==> src/rtl/mem_access_unit.sv <==
// Load/store stage: one req/ack bus transaction per load or store, with ack timeout and load formatting.
// Optional feature macro MISALIGN_TRAP_EN: misaligned H/W accesses complete at once with err, no bus cycle.
module mem_access_unit #(
  parameter int unsigned ACK_TIMEOUT = 256
) (
  input  logic        clk,
  input  logic        rst,
  input  logic        mem_rd,
  input  logic        mem_wr,
  input  logic [2:0]  funct3,
  input  logic [31:0] addr,
  input  logic [31:0] wdata,
  output logic [31:0] rdata,
  output logic        busy,
  output logic        done,
  output logic        err,
  output logic        bus_req,
  output logic        bus_we,
  output logic [31:0] bus_addr,
  output logic [3:0]  bus_wstrb,
  output logic [31:0] bus_wdata,
  input  logic        bus_ack,
  input  logic [31:0] bus_rdata
);

  localparam int unsigned CNT_W = (ACK_TIMEOUT > 1) ? $clog2(ACK_TIMEOUT) : 1;

  typedef enum logic [1:0] {IDLE, REQ, DONE} state_t;

  state_t           state;
  state_t           next_state;
  logic [1:0]       lo_q;
  logic [2:0]       f3_q;
  logic [CNT_W-1:0] cnt;
  logic             req_c;
  logic             trap_c;
  logic             timeout_c;

  function automatic logic [31:0] fmt_load(input logic [2:0] f3, input logic [1:0] lo,
                                           input logic [31:0] w);
    logic [31:0] sh;
    logic [15:0] h;
    sh = w >> {lo, 3'b000};
    h  = lo[1] ? w[31:16] : w[15:0];
    case (f3[1:0])
      2'b00:   fmt_load = f3[2] ? {24'd0, sh[7:0]} : {{24{sh[7]}}, sh[7:0]};
      2'b01:   fmt_load = f3[2] ? {16'd0, h} : {{16{h[15]}}, h};
      default: fmt_load = w;
    endcase
  endfunction

  function automatic logic [3:0] strobe(input logic [1:0] sz, input logic [1:0] lo);
    case (sz)
      2'b00:   strobe = 4'b0001 << lo;
      2'b01:   strobe = 4'b0011 << {lo[1], 1'b0};
      default: strobe = 4'b1111;
    endcase
  endfunction

  function automatic logic [31:0] replicate(input logic [1:0] sz, input logic [31:0] w);
    case (sz)
      2'b00:   replicate = {4{w[7:0]}};
      2'b01:   replicate = {2{w[15:0]}};
      default: replicate = w;
    endcase
  endfunction

  assign req_c     = mem_rd | mem_wr;
  assign timeout_c = (ACK_TIMEOUT != 0) && (cnt == CNT_W'(ACK_TIMEOUT - 1));

`ifdef MISALIGN_TRAP_EN
  assign trap_c = ((funct3[1:0] == 2'b01) && addr[0]) || (funct3[1] && (addr[1:0] != 2'b00));
`else
  assign trap_c = 1'b0;
`endif

  // State register
  always_ff @(posedge clk or posedge rst) begin
    if (rst) state <= IDLE;
    else     state <= next_state;
  end

  // Next state and handshake outputs
  always_comb begin
    next_state = state;
    busy       = 1'b0;
    done       = 1'b0;
    bus_req    = 1'b0;
    case (state)
      IDLE: begin
        busy = req_c;
        if (req_c) next_state = trap_c ? DONE : REQ;
      end
      REQ: begin
        busy    = 1'b1;
        bus_req = 1'b1;
        if (bus_ack || timeout_c) next_state = DONE;
      end
      DONE: begin
        done       = 1'b1;
        next_state = IDLE;
      end
      default: next_state = IDLE;
    endcase
    if (rst) busy = 1'b0;
  end

  // Request latch, timeout counter and result capture
  always_ff @(posedge clk or posedge rst) begin
    if (rst) begin
      bus_we    <= 1'b0;
      bus_addr  <= '0;
      bus_wstrb <= '0;
      bus_wdata <= '0;
      lo_q      <= '0;
      f3_q      <= '0;
      cnt       <= '0;
      rdata     <= '0;
      err       <= 1'b0;
    end else begin
      case (state)
        IDLE: begin
          if (req_c) begin
            bus_we    <= mem_wr;
            bus_addr  <= {addr[31:2], 2'b00};
            bus_wstrb <= mem_wr ? strobe(funct3[1:0], addr[1:0]) : 4'b0000;
            bus_wdata <= replicate(funct3[1:0], wdata);
            lo_q      <= addr[1:0];
            f3_q      <= funct3;
            cnt       <= '0;
            if (trap_c) begin
              rdata <= '0;
              err   <= 1'b1;
            end
          end
        end
        REQ: begin
          cnt <= cnt + CNT_W'(1);
          if (bus_ack) begin
            rdata <= bus_we ? 32'd0 : fmt_load(f3_q, lo_q, bus_rdata);
            err   <= 1'b0;
          end else if (timeout_c) begin
            rdata <= '0;
            err   <= 1'b1;
          end
        end
        default: ;
      endcase
    end
  end

endmodule

==> config.mk <==
export PLATFORM = sky130hd
export DESIGN_NAME = mem_access_unit
export DESIGN_NICKNAME = d
export VERILOG_FILES = /design/src/rtl/mem_access_unit.sv
export SDC_FILE = /design/constraint.sdc
export NUM_CORES = 1
export LEC_CHECK = 0
export BUFFER_PORTS_ARGS = -buffer_cell sky130_fd_sc_hd__buf_2
export CAP_MARGIN = 30
export CORE_MARGIN = 2
export CORE_UTILIZATION = 40
export CTS_BUF_LIST = sky130_fd_sc_hd__clkbuf_4
export CTS_CLUSTER_SIZE = 14
export DETAILED_ROUTE_END_ITERATION = 16
export PLACE_DENSITY = 0.68
export SKIP_CTS_REPAIR_TIMING = 1
export SYNTH_ARGS = -nofsm -noshare
export SYNTH_HDL_FRONTEND = slang
export SYNTH_SLANG_ARGS = --single-unit
==> constraint.sdc <==
create_clock -name clk -period 10.8 [get_ports clk]
set_input_delay 2.16 -clock clk [delete_from_list [all_inputs] [get_ports clk]]
set_output_delay 2.16 -clock clk [all_outputs]
set_load 0.05 [all_outputs]
==> key figures, run 1 <==
Status
  – Run status: finished, final reports clean

Yosys
  – Post-synthesis mux area share: under 10%
  – Synth Area in XOR/XNOR: 0%
  – Largest area contributor in the netlist: dfrtp_1
  – YS warnings: 0
  – Most frequent cells after synthesis: 163 x nand2_1, 115 x dfrtp_1, 46 x o21ai_0
  – Synth top area share: 55.7%
  – Syn Inst Count: 514
  – Post-synthesis register bit count: between 100 and 150
  – Predominant post-synthesis flop cell: dfrtp_1
  – Post-Synth Simple-Gate Area: between 10% and 20%
  – Cell variety after synth: 49
  – Post-synthesis sequential area ratio: a little under three fifths
  – Post-synth EDFFs: 0
  – Synth Area in Adders: less than 1%
  – Main combinational cell family by area after synthesis: simple AND/OR/NAND/NOR gates
  – Mapped Area: 0.00517 mm2
  – Top-count cell post-synth: nand2_1
  – Compound-cell area share of the yosys netlist: 14.9%
  – Top cells by area, synth: dfrtp_1 56%, nand2_1 12%, mux2i_1 5.4%
  – Syn avg cell area: approximately 10 um2
  – Synth async-reset ratio: 100%

Detailed routing
  – Metal-1 WL: 5820 um
  – Final WL: 13700 um
  – Top sig layer: met5
  – Antenna-violating nets left: 0
  – Routed vias/inst: 5.05
  – First-iteration detailed-routing DRC count: 252
  – Drt drc: 0
  – DRT Pass-1 Iters: 5
  – Met3 wire len: 862 um
  – Wirelength per Cell: 15.2 um
  – Metal2 WL: 6770 um
  – Via count: between 4000 and 5000

Setup path
  – Crit path max-delay cell type: or2_2
  – Worst Path Max Fanout: 4
  – Worst path most repeated cell: buf_2
  – WP buf/inv: 2
  – Crit Path Class: primary input to primary output
  – Crit path largest cell delay: 0.31 ns
  – Worst Setup Start Kind: primary input
  – Top Family by Delay on Critical Path: simple AND/OR/NAND/NOR gates
  – Worst Path Arrival: 3.02 ns
  – Critical Path Sink Type: primary output
  – Cell Chain, Critical Path: buf_2 -> nor3_1 -> or2_2 -> nor2_1 -> buf_2
  – Worst path required time: between 8 and 9 ns

Timing
  – Pins Over Slew Limit: 0
  – Endpoints failing hold: 0
  – Fin Setup TNS: 0 ns
  – Unrepaired setup endpoints after global routing: no
  – Final Cycle Share: between 40% and 50%
  – Slew HR: 25.5%
  – Worst Max-Slew Pin Slew: 1.12 ns
  – Clk_skew: 0.0189 ns
  – Achievable Freq: between 0.15 and 0.2 GHz
  – Minimum clock period: 5.18 ns
  – Setup violators final: 0

Die
  – Core box area: 0.0126 mm2
  – Initial core utilization: about two fifths
  – Die area: 0.0138 mm2
  – Die width: 118 um
  – I/O pins: 209
  – Chip height: between 100 and 150 um
  – Num rows: 41

CTS
  – Number of clock sinks: ~120
  – CTS tree: built
  – CTS H-tree lvls: 4
  – Longest Clk Path Bufs: 2
  – Cts bufs inserted: 17
  – Clk root buf: clkbuf_4
  – Clock Latency Late Sink: 0.52 ns
  – Worst-path clk slew: 0.09 ns

Final layout
  – Layout cells sized above 1: 35.8%
  – Final core utilization: 52.0%
  – Final instance area: 0.00656 mm2
  – Layout Area Growth over Synthesis: 26.9%
  – Final cell count without fillers: 897
  – Final Net Count: a little over 800

Power and ir drop
  – Switching Fraction: 53.9%
  – Maximum vdd drop: approximately 0.00019 V
  – Comb power frac: 55.0%
  – PD cells: between 300 and 400 mW/mm2
  – Seq pwr share: about 32%
  – Clock power frac: approximately 13%
  – LEAKAGE: 3.51 nW
  – Switching pwr: 1.24 mW
  – Total power: between 2 and 2.5 mW
  – Power Internal: 1.06 mW

Placed design
  – Placer Congestion: 0.845
  – PortBufs: between 200 and 250
  – Final HPWL DP: 9910 um
  – Post-Place Cells: 864
  – Placed cell area: 0.00629 mm2

Global routing
  – Largest net degree at the start of global routing: 103
  – First-pass GRT wire length: between 20000 and 25000 um
  – Initial antenna violation count: 2
  – Vias in the first global route: 4509
  – Grt ovf: 0
  – Total track usage: 20.4%

Worst hold path
  – Hold Crit Class: flop to flop

Job
  – Max-cap viol count: 0
==> metal layers <==
layer	GRT usage [%]	vias to the layer above
li1	-	2178
met1	24.7	2187
met2	33.5	148
met3	6.35	18
met4	9.26	2
met5	0	-
==> worst reg2reg max path: stages, from the launching register on <==
cell       delay (ns)
dfrtp_1          0.71
mux4_2           0.60
a21oi_2          0.30
a21boi_0         0.24
o2bb2ai_1        0.10
==> metrics by stage <==
step	setup WS [ns]	hold WS [ns]
2_1_floorplan	5.50	0.445
3_3_place_gp	5.64	0.456
3_5_place_dp	5.62	0.457
4_1_cts	5.62	0.479
5_1_grt	5.56	0.506
6_report	5.62	0.474
==> layout by cell type, fill, tap and decap left out, types with 6 or more instances in the layout <==
cell type  instances
o21ai_0           45
clkbuf_4          19
a222oi_1           6
a21boi_0           6
dfrtp_1          115
a221o_1           16
nor2_1            19
mux2i_1           28
o2bb2ai_1         13
buf_2            206
mux2_2             8
a21oi_1           10
nand2_1          163
==> sequential cells by signal (all words and copies together) (netlist names) <==
signal and flops:
err 1, lo_q 2, bus_we 1, state 2, rdata 32, bus_wstrb 4
bus_addr 30, cnt 8, bus_wdata 32, f3_q 3
==> final timing paths <==
path                              start           end  slack [ns]  depth (start not counted)
max in group asynchronous           rst  bus_addr[23]        7.81                          3
min in group asynchronous           rst           err        1.71                          2
hold reg to reg            bus_wdata[0]  bus_wdata[0]        0.47                          2
hold / removal             bus_wdata[0]  bus_wdata[0]        0.47                          2
setup reg to reg                lo_q[1]     rdata[10]        8.73                          4
setup / recovery                 mem_rd          busy        5.62                          5
==> cells by family after synthesis <==
family / Yosys count
simple gates: 211
buf+inv: 38
mux: 38
other cells: 1
fa+ha+maj: 1
compound gates: 110
flops: 115
==> power by group through the flow <==
stage	Combinational (mW)	Clock [mW]	Sequential [mW]
6_report	1.27	0.296	0.743
5_1_grt	1.35	0.330	0.768
4_1_cts	1.28	0.308	0.744
3_5_place_dp	1.28	0	0.747
3_3_place_gp	1.26	0	0.743
2_1_floorplan	0.416	0	1.31
==> area by class of cell <==
type                       count  area, um2
fill                        1219       6060
sequential                   115       2880
multi-input combinational    362       2110
timing repair buffer         210       1060
tap                          172        215
clock buffer                  19        143
clock inverter                12        116
inverter                       6       30.0
antenna                        1       2.50
(Power assumes the default switching activity.)
==> inputs of run 2 (changes only) <==
ABC_AREA = 1   (was not set)
PLACE_DENSITY = 0.7   (was 0.68)
clock period = 4.7 ns   (was 10.8 ns; I/O delays follow)
==> run 2 against run 1 <==
- flip-flop and latch count unchanged
- sequential power increased by 130%
- combinational power grew to 2.5 times the previous value
- non-clock buffer count is the same
- global-route usage is 0.061 points lower
- cell count is 20% higher
- hold slack gained 0.0074 ns
- count of clock-buffer cells in the layout rose by 3
- setup slack worse by 4.0 ns
- clock power is 110% higher
- largest power group unchanged
- highest routed layer is now met4
==> key figures, run 2 <==
Status
  – Run status: finished, final reports clean

Final layout
  – Layout cells sized above 1: 30.5% (-5.3 points)
  – Final Net Count: 994 (+22%)
  – Layout Area Growth over Synthesis: 24.4%
  – Antenna Cells: 0 (-1)
  – Final instance area: 0.00676 mm2 (+3.1%)
  – Fillers: 1387 (+14%)
  – Biggest regs: bus_wdata x32, rdata x32, bus_addr x30
  – Most common cell after layout, fill and taps aside: nand2_1
  – Most frequent cells in the layout: 271 x nand2_1, 206 x buf_2, 115 x dfrtp_1

CTS
  – Clk root buf: clkbuf_4
  – Number of clock sinks: 115 (unchanged)
  – Longest Clk Path Bufs: 2 (unchanged)
  – Cts bufs inserted: 17 (unchanged)
  – Clock Latency Late Sink: 0.51 ns (about the same)
  – CTS tree: built
  – CTS H-tree lvls: 4 (unchanged)
  – Worst-path clk slew: 0.10 ns (about the same)

Worst hold path
  – Worst Hold Path EP: rdata[30]
  – Hold path cells: 2 (unchanged)
  – Min-delay src: rdata[30]
  – Hold Crit Class: flop to flop

Power and ir drop
  – Maximum vdd drop: 0.000397 V (+110%)
  – PD cells: 823 mW/mm2 (+130%)
  – Total power: 5.56 mW (+140%)
  – LEAKAGE: 3.83 nW (+9.1%)

Timing
  – Pins Over Slew Limit: 0 (unchanged)
  – Unrepaired setup endpoints after global routing: no
  – Setup violators final: 0 (unchanged)
  – Achievable Freq: 0.323 GHz
  – Final Cycle Share: approximately 66%
  – Endpoints failing hold: 0 (unchanged)
  – Minimum clock period: between 3 and 4 ns
  – Clk_skew: 0.0162 ns (-0.00271 ns)
  – Worst Max-Slew Pin Slew: 0.821 ns (-0.295 ns)
  – Slew HR: 45.1% (+20 points)
  – Fin Setup TNS: 0 ns (unchanged)

Global routing
  – Largest net degree at the start of global routing: 59 (-43%)
  – Initial antenna violation count: 0 (-2)
  – First-pass GRT wire length: 23200 um (+2.7%)
  – Grt ovf: 0 (unchanged)
  – Total track usage: 20.4% (-0.061 points)
  – Vias in the first global route: 4742 (+5.2%)

Placed design
  – Placer Congestion: 0.828 (-1.9%)
  – Placed cell area: 0.00653 mm2 (+3.8%)
  – Final HPWL DP: 10400 um (+4.7%)
  – PortBufs: 206 (unchanged)

Die
  – Initial core utilization: 41.0% (+0.076 points)
  – Core box area: 0.0132 mm2 (+4.9%)
  – Die width: 121 um (+2.4%)
  – Die area: 0.0145 mm2 (+5.0%)
  – I/O pins: 209 (unchanged)
  – Num rows: 42 (+2.4%)
  – Chip height: 121 um (+2.4%)

Yosys
  – Mapped Area: 0.00543 mm2 (+5.1%)
  – Most frequent cells after synthesis: 272 x nand2_1, 115 x dfrtp_1, 94 x nor2_1
  – Cell variety after synth: 30 (-39%)
  – Post-synthesis sequential area ratio: 53.0% (-2.7 points)
  – Syn avg cell area: 7.84 um2 (-22%)
  – Post-synthesis register bit count: 115 (unchanged)
  – Syn Inst Count: 693 (+35%)
  – Synth top area share: 53.0% (-2.7 points)
  – Synth async-reset ratio: 100% (unchanged)
  – Largest area contributor in the netlist: dfrtp_1
  – Top cells by area, synth: dfrtp_1 53%, nand2_1 19%, nor2_1 6.5%
  – Post-synth EDFFs: 0 (unchanged)
  – Top-count cell post-synth: nand2_1
  – Predominant post-synthesis flop cell: dfrtp_1
  – YS warnings: 0 (unchanged)

Setup path
  – R2r endpoint: cnt[6]
  – Worst Path Max Fanout: 33 (+29)
  – Crit path max-delay cell type: nand2_2
  – Worst flop-to-flop path startpoint: state[0]
  – Worst Setup Start Kind: flop
  – FF-to-FF path depth: 7 (+3)
  – Cell Chain, Critical Path: nor2_1 -> nand2_2 -> a21oi_1 -> buf_2
  – Worst path required time: 3.76 ns (-4.88 ns)
  – Worst Path Arrival: 2.16 ns (-0.86 ns)
  – Critical Path Sink Type: primary output
  – Worst Setup SP: state[0]
  – Crit Path Class: flop to primary output
  – Reg2reg setup slack: 2.64 ns (-6.09 ns)
  – Crit path largest cell delay: 0.44 ns (+0.13 ns)

Detailed routing
  – Wirelength per Cell: 13.4 um (-12%)
  – Routed vias/inst: 4.74 (-6.2%)
  – Final WL: 14400 um (+5.2%)
  – DRT Pass-1 Iters: 4 (-1)
  – Drt drc: 0 (unchanged)
  – First-iteration detailed-routing DRC count: 312 (+24%)
  – Antenna-violating nets left: 0 (unchanged)
  – Via count: 5106 (+13%)

Job
  – Max-cap viol count: 0 (unchanged)
==> run 2: cell types whose count changed after synthesis, moves of 11 or more <==
cell       change
o21ai_0       -14
inv_1         +31
a21oi_1       +22
a221o_1       -16
nand3_1       +11
a31oi_1       +18
nand2_1      +109
nand2_2       +21
o2bb2ai_1     -13
mux2i_1       -28
nor2_1        +75
==> run 2: cell type report <==
class	count	area (um2)	area share [%]
sequential	115	2880	42.6
clock buffer	22	165	2.44
inverter	40	158	2.33
tap	176	220	3.26
multi-input combinational	505	2200	32.6
clock inverter	9	65.1	0.962
timing repair buffer	210	1070	15.9
==> run 2: logic make-up (layout without fill, tap and decap cells) <==
group | after synthesis | in the layout | synth area share (%)
buffers and inverters | 74 | 281 | 6.63
adder cells (fa/ha/maj) | 1 | 1 | 0.230
flip-flops | 115 | 115 | 53.0
AND/OR/NAND/NOR | 415 | 415 | 31.4
AO/OA/AOI/OAI | 87 | 87 | 8.73
other | 1 | 2 | 0.0690
==> run 2: stage by stage <==
stage	worst slack, ns	instances	utilization [%]	hold slack, ns
global route	1.37	1077	51.0	0.505
global placement	1.66	1045	49.2	0.460
finish	1.60	1077	51.0	0.482
detailed placement	1.65	1046	49.3	0.461
floorplan	0.716	694	-	0.470
CTS	1.53	1077	51.0	0.485
==> run 2: routing by layer <==
layer | up-vias | part of all wire, % | wire (um) | track usage [%]
met4 | 0 | 1.6 | 237 | 8.43
li1 | 2559 | - | - | -
met5 | - | 0 | 0 | 0
met3 | 18 | 8.0 | 1160 | 5.99
met1 | 2330 | 46 | 6570 | 27.9
met2 | 199 | 45 | 6420 | 30.2
==> run 2: power breakdown <==
group	switching, mW	internal [mW]
Sequential	0.295	1.43
Combinational	2.48	0.721
Clock	0.352	0.278
==> run 2: critical path: cells and delay by family, from the launching register on <==
family / cells / cell delay (ns)
flops: 1 / 0.40
simple gates: 2 / 0.71
buf+inv: 1 / 0.28
compound gates: 1 / 0.25
==> run 2: how the worst max path moves through the flow <==
stage / end
floorplan: bus_addr[10]
global placement: busy
detailed placement: busy
CTS: busy
global route: busy
finish: busy
==> inputs of run 3 (changes only) <==
PLACE_DENSITY = 0.67   (was 0.7)
clock period = 3.1 ns   (was 4.7 ns; I/O delays follow)
==> run 3 against run 2 <==
- die area unchanged
- setup slack worse by 1.1 ns
- power up 54%
- first-iteration DRC count up 15%
- via count down 0.67%
- sequential share of layout area down 0.23 points
- final area up 0.54%
- sequential power up 53%
- hold slack worse by 0.38 ns
- global-route usage up 0.88 points
- clock skew down 0.0050 ns
==> key figures, run 3 (same netlist as run 2, synthesis figures left out) <==
Status
  – Run status: finished, final reports clean

CTS
  – CTS tree: built
  – CTS H-tree lvls: 4 (unchanged)
  – Worst-path clk slew: 0.10 ns (about the same)
  – Longest Clk Path Bufs: 2 (unchanged)
  – Clk root buf: clkbuf_4
  – Cts bufs inserted: 17 (unchanged)
  – Clock Latency Late Sink: 0.53 ns (+0.02 ns)
  – Number of clock sinks: 115 (unchanged)

Power and ir drop
  – PD cells: 1260 mW/mm2 (+53%)
  – Maximum vdd drop: 0.000653 V (+64%)
  – LEAKAGE: 3.83 nW (about the same)
  – Total power: 8.55 mW (+54%)

Placed design
  – Placer Congestion: 0.831 (+0.30%)
  – Post-Place Cells: 1046 (unchanged)
  – Final HPWL DP: 10700 um (+3.1%)
  – PortBufs: 206 (unchanged)

Global routing
  – Initial antenna violation count: 1 (+1)
  – Largest net degree at the start of global routing: 68 (+15%)
  – Total track usage: 21.2% (+0.88 points)
  – Grt ovf: 0 (unchanged)
  – Vias in the first global route: 4895 (+3.2%)
  – First-pass GRT wire length: 23900 um (+2.8%)

Timing
  – Unrepaired setup endpoints after global routing: no
  – Achievable Freq: 0.384 GHz
  – Final Cycle Share: 84.0%
  – Clk_skew: 0.0112 ns (-0.00503 ns)
  – Minimum clock period: 2.60 ns
  – Pins Over Slew Limit: 0 (unchanged)
  – Worst Max-Slew Pin Slew: 0.814 ns (-0.00724 ns)
  – Setup violators final: 0 (unchanged)
  – Fin Setup TNS: 0 ns (unchanged)
  – Slew HR: 45.6% (+0.48 points)
  – Endpoints failing hold: 0 (unchanged)

Die
  – Die area: 0.0145 mm2 (unchanged)
  – Chip height: 121 um (unchanged)
  – I/O pins: 209 (unchanged)
  – Core box area: 0.0132 mm2 (unchanged)
  – Die width: 121 um (unchanged)
  – Initial core utilization: 41.0% (unchanged)
  – Num rows: 42 (unchanged)

Setup path
  – Crit Path Class: flop to primary output
  – Worst Path Arrival: 1.98 ns (-0.18 ns)
  – Worst path required time: 2.48 ns (-1.28 ns)
  – Worst Path Max Fanout: 20 (-39%)
  – Critical Path Sink Type: primary output
  – Cell Chain, Critical Path: nor2_1 -> nand2_2 -> a21oi_1 -> buf_2
  – Reg2reg setup slack: 1.10 ns (-1.54 ns)
  – R2r endpoint: rdata[0]
  – Crit path largest cell delay: 0.40 ns (-0.04 ns)
  – WP buf/inv: 1 (unchanged)
  – Worst Setup Start Kind: flop
  – Crit path max-delay cell type: dfrtp_1
  – FF-to-FF path depth: 7 (unchanged)
  – Top Family by Delay on Critical Path: simple AND/OR/NAND/NOR gates
  – Worst flop-to-flop path startpoint: state[1]

Job
  – Max-cap viol count: 0 (unchanged)

Final layout
  – Layout cells sized above 1: 30.2% (-0.31 points)
  – Final Net Count: 994 (unchanged)
  – Most common cell after layout, fill and taps aside: nand2_1
  – Final core utilization: 51.3% (+0.27 points)
  – Sequential cell area: 0.00288 mm2 (unchanged)
  – Layout Area Growth over Synthesis: 25.1%
  – Fillers: 1387 (unchanged)
  – Multi-input logic area: 0.00220 mm2 (unchanged)
  – Biggest regs: bus_wdata x32, rdata x32, bus_addr x30
  – Most frequent cells in the layout: 271 x nand2_1, 206 x buf_2, 115 x dfrtp_1
  – Final cell count without fillers: 1075 (-0.19%)

Detailed routing
  – Antenna-violating nets left: 0 (unchanged)
  – Routed vias/inst: 4.72 (-0.48%)
  – Final WL: 14800 um (+2.9%)
  – Via count: 5072 (-0.67%)
  – Drt drc: 0 (unchanged)
  – First-iteration detailed-routing DRC count: 359 (+15%)
  – Wirelength per Cell: 13.8 um (+3.0%)
  – DRT Pass-1 Iters: 4 (unchanged)

Worst hold path
  – Hold Crit Class: primary input to asynchronous set/reset pin
[run 3: changes by cell type in the layout (fill, tap and decap cells not counted)]
cell	before	now
clkinv_2	4	3
bufinv_16	1	3
diode_2	0	2
clkinvlp_4	0	1
inv_4	1	0
buf_12	1	2
buf_4	3	2
clkbuf_4	22	17
[run 3: area by class of cell]
cell class              count  area share, %
flip-flops and latches    115           42.3
multi-input cells         505           32.4
repair buffers            210           16.0
well taps                 176           3.24
inverters                  40           2.34
clock buffers              17           1.88
clock inverters            10           1.77
diodes                      2         0.0736
[run 3: worst reg2reg max path, cell delays in order, from the launching register on]
cell and delay [ns]:
dfrtp_1 0.38, inv_1 0.07, nand2_1 0.13, inv_1 0.32, nand2_1 0.56, inv_1 0.21
o21ai_0 0.10, o21ai_0 0.16
[run 3: stage by stage]
| step | instance area, um2 | hold WS [ns] | setup slack [ns] |
|---|---|---|---|
| 2_1_floorplan | 5440 | 0.470 | 0.630 |
| 3_3_place_gp | 6540 | 0.457 | 0.851 |
| 3_5_place_dp | 6540 | 0.461 | 0.839 |
| 4_1_cts | 6790 | 0.0735 | 0.449 |
| 5_1_grt | 6800 | 0.0547 | 0.248 |
| 6_report | 6800 | 0.102 | 0.497 |
[run 3: power by group]
group	internal (mW)	switching [mW]	total [mW]
Clock	0.522	0.523	1.05
Sequential	2.17	0.472	2.64
Combinational	1.09	3.76	4.86
Total	3.79	4.76	8.55
[run 3: worst max path at each step]
stage,from,endpoint,cells after the start
after floorplan,mem_rd,busy,5
after global placement,mem_rd,busy,5
after detailed placement,mem_rd,cnt[1],6
after CTS,state[0],busy,4
after global routing,state[0],busy,4
final,state[0],busy,4
[run 3: routing by layer]
metal  GRT usage [%]  up-vias  part of all wire [%]
met5               0        -                     0
met4            7.19        0                   1.7
met3            8.02       18                   8.7
met2            32.1      201                    45
met1            28.1     2305                    45
li1                -     2548                     -
